===== src/rtl/reg_file32.sv =====
// reg_file32: 2-read/1-write register file, r0 hardwired to zero, write-through bypass
module reg_file32 #(
    parameter int DATA_W = 32,
    parameter int ADDR_W = 5
) (
    input  logic              clk,
    input  logic              rst_n,
    input  logic              we_i,
    input  logic [ADDR_W-1:0] wa_i,
    input  logic [DATA_W-1:0] wd_i,
    input  logic [ADDR_W-1:0] ra1_i,
    input  logic [ADDR_W-1:0] ra2_i,
    output logic [DATA_W-1:0] rd1_o,
    output logic [DATA_W-1:0] rd2_o
);
    localparam int NREG = 1 << ADDR_W;

    logic [NREG-1:0][DATA_W-1:0] regs_q, regs_d;
    logic                        wr_en;

    assign wr_en = we_i && (wa_i != '0);

    // Next array contents: only the addressed non-zero register takes the write data
    always_comb begin
        regs_d = regs_q;
        if (wr_en) regs_d[wa_i] = wd_i;
    end

    // Storage; reset clears every register without waiting for a clock edge
    always_ff @(posedge clk or negedge rst_n) begin
        if (!rst_n) regs_q <= '0;
        else        regs_q <= regs_d;
    end

    // Read ports: r0 reads zero, a same-cycle write bypasses the array, bypass is off in reset
    always_comb begin
        rd1_o = (ra1_i == '0) ? '0 : (rst_n && we_i && wa_i == ra1_i) ? wd_i : regs_q[ra1_i];
        rd2_o = (ra2_i == '0) ? '0 : (rst_n && we_i && wa_i == ra2_i) ? wd_i : regs_q[ra2_i];
    end
endmodule


===== config.mk =====
export PLATFORM = sky130hd
export DESIGN_NAME = reg_file32
export DESIGN_NICKNAME = d
export VERILOG_FILES = /design/src/rtl/reg_file32.sv
export SDC_FILE = /design/constraint.sdc
export NUM_CORES = 2
export LEC_CHECK = 0
export ABC_AREA = 1
export CORE_MARGIN = 2
export CORE_UTILIZATION = 30
export CTS_CLUSTER_SIZE = 28
export DETAILED_ROUTE_END_ITERATION = 10
export MAX_ROUTING_LAYER = met4
export SLEW_MARGIN = 20
export SYNTH_ARGS = -nofsm -noshare
export SYNTH_HDL_FRONTEND = slang
export SYNTH_SLANG_ARGS = --single-unit

===== constraint.sdc =====
create_clock -name clk -period 3.2 [get_ports clk]
set_input_delay 0.64 -clock clk [delete_from_list [all_inputs] [get_ports clk]]
set_output_delay 0.64 -clock clk [all_outputs]
set_load 0.01 [all_outputs]

==> impl_metrics.xml <==
<?xml version="1.0" encoding="UTF-8"?>
<metrics>
  <group name="cells_and_area">
    <metric name="top_register" unit="">regs_q</metric>
    <metric name="utilization" unit="%">37.24</metric>
    <metric name="leading_cell_type_in_the_layout_fill_and_taps_excluded" unit="">nand2_1</metric>
    <metric name="flow.area_growth_from_synthesis" unit="%">23.16</metric>
    <metric name="largest_register_ffs" unit="">1024</metric>
    <metric name="layout.cells.non_filler" unit="">11550</metric>
    <metric name="design.final.nets" unit="">8888</metric>
    <metric name="final_cell_mix" unit="">nand2_1 (2768), nand3_1 (1326), o21ai_0 (1151)</metric>
    <metric name="reg_top3" unit="">regs_q: 1024 flops</metric>
    <metric name="final_area" unit="mm2">0.07277</metric>
    <metric name="fraction_of_final_layout_cells_with_drive_strength_greater_than_1" unit="%">10.85</metric>
  </group>
  <group name="sta">
    <metric name="totalNegativeSetupSlack" unit="ns">0</metric>
    <metric name="setup_viol" unit="">0</metric>
    <metric name="worstMarginPinSlew" unit="ns">0.9690</metric>
    <metric name="period_share" unit="%">99.00</metric>
    <metric name="final-hold-violation-count" unit="">0</metric>
    <metric name="final_slew_violations" unit="">0</metric>
    <metric name="final.setup_skew" unit="ns">0</metric>
    <metric name="achievable-frequency" unit="GHz">0.3156</metric>
    <metric name="tmin_final" unit="ns">3.168</metric>
    <metric name="slew_headroom" unit="%">35.40</metric>
  </group>
  <group name="status">
    <metric name="status" unit="">complete, no violations</metric>
  </group>
  <group name="die">
    <metric name="fp.dieArea" unit="mm2">0.2005</metric>
    <metric name="die_y" unit="um">447.8</metric>
    <metric name="ios" unit="">114</metric>
    <metric name="die_w" unit="um">447.8</metric>
    <metric name="core_area" unit="mm2">0.1954</metric>
    <metric name="rows" unit="">162</metric>
    <metric name="initial_utilization" unit="%">30.24</metric>
  </group>
  <group name="route">
    <metric name="avgRoutedWirePerCell" unit="um">22.29</metric>
    <metric name="vias_per_cell" unit="">5.357</metric>
    <metric name="firstDrtPassIters" unit="">8</metric>
    <metric name="routed-via-count" unit="">61900</metric>
    <metric name="drt-initial-drc-count" unit="">7808</metric>
    <metric name="total_wirelength" unit="mm">257.6</metric>
    <metric name="antenna_violating_nets_post_route" unit="">0</metric>
    <metric name="drc" unit="">0</metric>
  </group>
  <group name="setup_path">
    <metric name="worst-path-buf-inv" unit="">5</metric>
    <metric name="cp_slowest_cell" unit="">bufbuf_16</metric>
    <metric name="critical_path.top_delay_family" unit="">buffers and inverters</metric>
    <metric name="worst-setup-path-type" unit="">primary input to output pin</metric>
    <metric name="timing.critical_path.fanout_max" unit="">23</metric>
    <metric name="critical_path.cell_chain" unit="">buf_12, buf_16, bufbuf_16, o211ai_1, nand3_1, nand2_1, nand2_1, nand2_1, nand3_2, nand2_1, inv_1, dlygate4sd2_1</metric>
    <metric name="startpoint_type" unit="">primary input</metric>
    <metric name="timing.critical_path.required" unit="ns">2.56</metric>
    <metric name="end_kind" unit="">output pin</metric>
    <metric name="reg2reg_setup_slack" unit="ns">2.45</metric>
    <metric name="slowest_delay" unit="ns">0.31</metric>
    <metric name="cpMostUsedCell" unit="">nand2_1</metric>
    <metric name="timing.critical_path.arrival" unit="ns">2.53</metric>
  </group>
  <group name="logic_synthesis">
    <metric name="ys.warnings.count" unit="">0</metric>
    <metric name="ys_ff_latch" unit="">1024</metric>
    <metric name="synth-seq-area-share" unit="%">43.37</metric>
    <metric name="syn-instance-count" unit="">8732</metric>
    <metric name="synth_area" unit="mm2">0.05909</metric>
    <metric name="yosysUniqueCellTypes" unit="">24</metric>
    <metric name="syn-mean-instance-area" unit="um2">6.767</metric>
    <metric name="net_count_of_the_mapped_netlist" unit="">8782</metric>
  </group>
  <group name="place">
    <metric name="number_of_port_buffers" unit="">113</metric>
    <metric name="dp_hpwl" unit="mm">159.4</metric>
    <metric name="numPlacedInstances" unit="">11300</metric>
    <metric name="place_area" unit="mm2">0.06770</metric>
    <metric name="place.gp.congestion" unit="">0.9387</metric>
  </group>
  <group name="pwr">
    <metric name="power.share.clock" unit="%">34.2</metric>
    <metric name="leakagePower" unit="nW">35.79</metric>
    <metric name="power_frac_comb" unit="%">23.9</metric>
    <metric name="power.switching_fraction" unit="%">32.73</metric>
    <metric name="p_per_area" unit="mW/mm2">548.4</metric>
    <metric name="vdd_ir_drop_max" unit="mV">0.4537</metric>
    <metric name="power_report.internal_total" unit="mW">26.85</metric>
    <metric name="share_seq_of_total_power" unit="%">41.9</metric>
    <metric name="power_switching" unit="mW">13.06</metric>
  </group>
  <group name="run">
    <metric name="drv.max_cap_violation_count" unit="">0</metric>
  </group>
  <group name="cts">
    <metric name="clk_latency" unit="ns">0.74</metric>
    <metric name="clk_root_buffer_cell" unit="">clkbuf_16</metric>
    <metric name="tritoncts" unit="">built</metric>
    <metric name="number_of_buffers_added_to_fix_hold_violations_after_cts" unit="">0</metric>
    <metric name="cts-buffers-inserted" unit="">110</metric>
    <metric name="tritoncts_num_sinks" unit="">1024</metric>
    <metric name="maximum_level_of_the_cts_h_tree" unit="">3</metric>
    <metric name="cts.clk_slew.worst_paths" unit="ns">0.06</metric>
    <metric name="cts_buffer_depth" unit="">3</metric>
  </group>
  <group name="worst_hold_path">
    <metric name="hold_class" unit="">flop to flop</metric>
  </group>
  <group name="global_route">
    <metric name="track_usage" unit="%">25.96</metric>
    <metric name="grt_start_max_net_pins" unit="">163</metric>
    <metric name="grt_remaining_overflow" unit="">0</metric>
    <metric name="grt_antenna_before_repair" unit="">4</metric>
    <metric name="grt_pass1_vias" unit="">58560</metric>
    <metric name="first_pass_grt_wire_length" unit="mm">382.1</metric>
  </group>
</metrics>
area by class of cell:
class	instances	area (um2)
diodes	3	7.507
multi-input cells	6076	27690
fillers	20250	122600
clock buffers	156	3201
repair buffers	726	8971
flip-flops and latches	1024	25620
clock inverters	45	563.0
well taps	2624	3283
inverters	900	3432
cells in the mapped netlist:
cell,n,area share (%)
nor2_1,287,1.8
o21ai_1,37,0.31
clkbuf_2,1,0.0085
dfrtp_1,1024,43
nand4_1,2,0.021
a21oi_1,134,1.1
nand2_1,2816,18
or2_2,35,0.37
inv_1,890,5.7
nand3_1,1334,11
nor2_2,1,0.011
o211ai_1,239,3.0
nand2_2,15,0.16
nor4_4,3,0.11
nor3_1,7,0.059
xor2_1,2,0.030
inv_2,5,0.032
buf_2,41,0.35
buf_1,80,0.51
clkinv_1,5,0.032
nor3_2,6,0.10
o22ai_1,5,0.053
clkbuf_1,610,3.9
o21ai_0,1153,9.8
path summary, 6_finish.rpt:
check                                  from           to  cells after the start
min in group asynchronous             rst_n  regs_q[458]                      3
worst min register to register   regs_q[10]   regs_q[10]                      0
worst max register to register  regs_q[424]  regs_q[424]                      2
max in group asynchronous             rst_n   regs_q[96]                      4
worst min-delay path             regs_q[10]   regs_q[10]                      0
worst max-delay path               ra1_i[0]     rd1_o[8]                     12
per-stage QoR:
stage	total power [mW]	worst slack, ns	hold WS, ns
finish	39.91	0.03188	0.3765
global route	42.04	-0.03596	0.3884
CTS	39.88	-0.1084	0.3790
detailed placement	26.10	-0.4601	0.3656
global placement	25.81	-0.5041	0.3646
floorplan	22.41	0.4582	0.3444
logic make-up (layout without fill, tap and decap cells):
group / count (synthesis) / in the layout / synth area share [%]
other: 0 / 3 / 0
AO/OA/AOI/OAI: 1568 / 1568 / 14.30
flip-flops: 1024 / 1024 / 43.37
buffers and inverters: 1632 / 1827 / 10.46
AND/OR/NAND/NOR: 4506 / 4506 / 31.84
XOR/XNOR: 2 / 2 / 0.02965
power groups by stage:
stage	logic (mW)	clock network, mW	registers (mW)
after floorplan	5.88	0	16.5
after global placement	9.00	0	16.8
after detailed placement	9.23	0	16.9
after CTS	9.40	13.8	16.7
after global routing	10.7	14.3	17.0
final	9.54	13.6	16.7
metal layers:
layer / share of wire (%) / GRT usage, %
met5: 0 / -
met4: 7.6 / 17.67
met3: 8.8 / 3.775
met2: 45 / 40.21
met1: 38 / 31.31
worst reg2reg max path: stages, from the launching register on:
cell and delay [ns]:
dfrtp_1 0.37, inv_1 0.11, o21ai_0 0.13
timing repair:
item | in CTS | in global routing
setup endpoints to repair | 64 | 37
gates resized for setup | 172 | 81
buffers inserted | 26 | 4
gates cloned | 15 | 3
pin swaps | 7 | 10
Note: power is estimated with default switching activity, not from simulation.
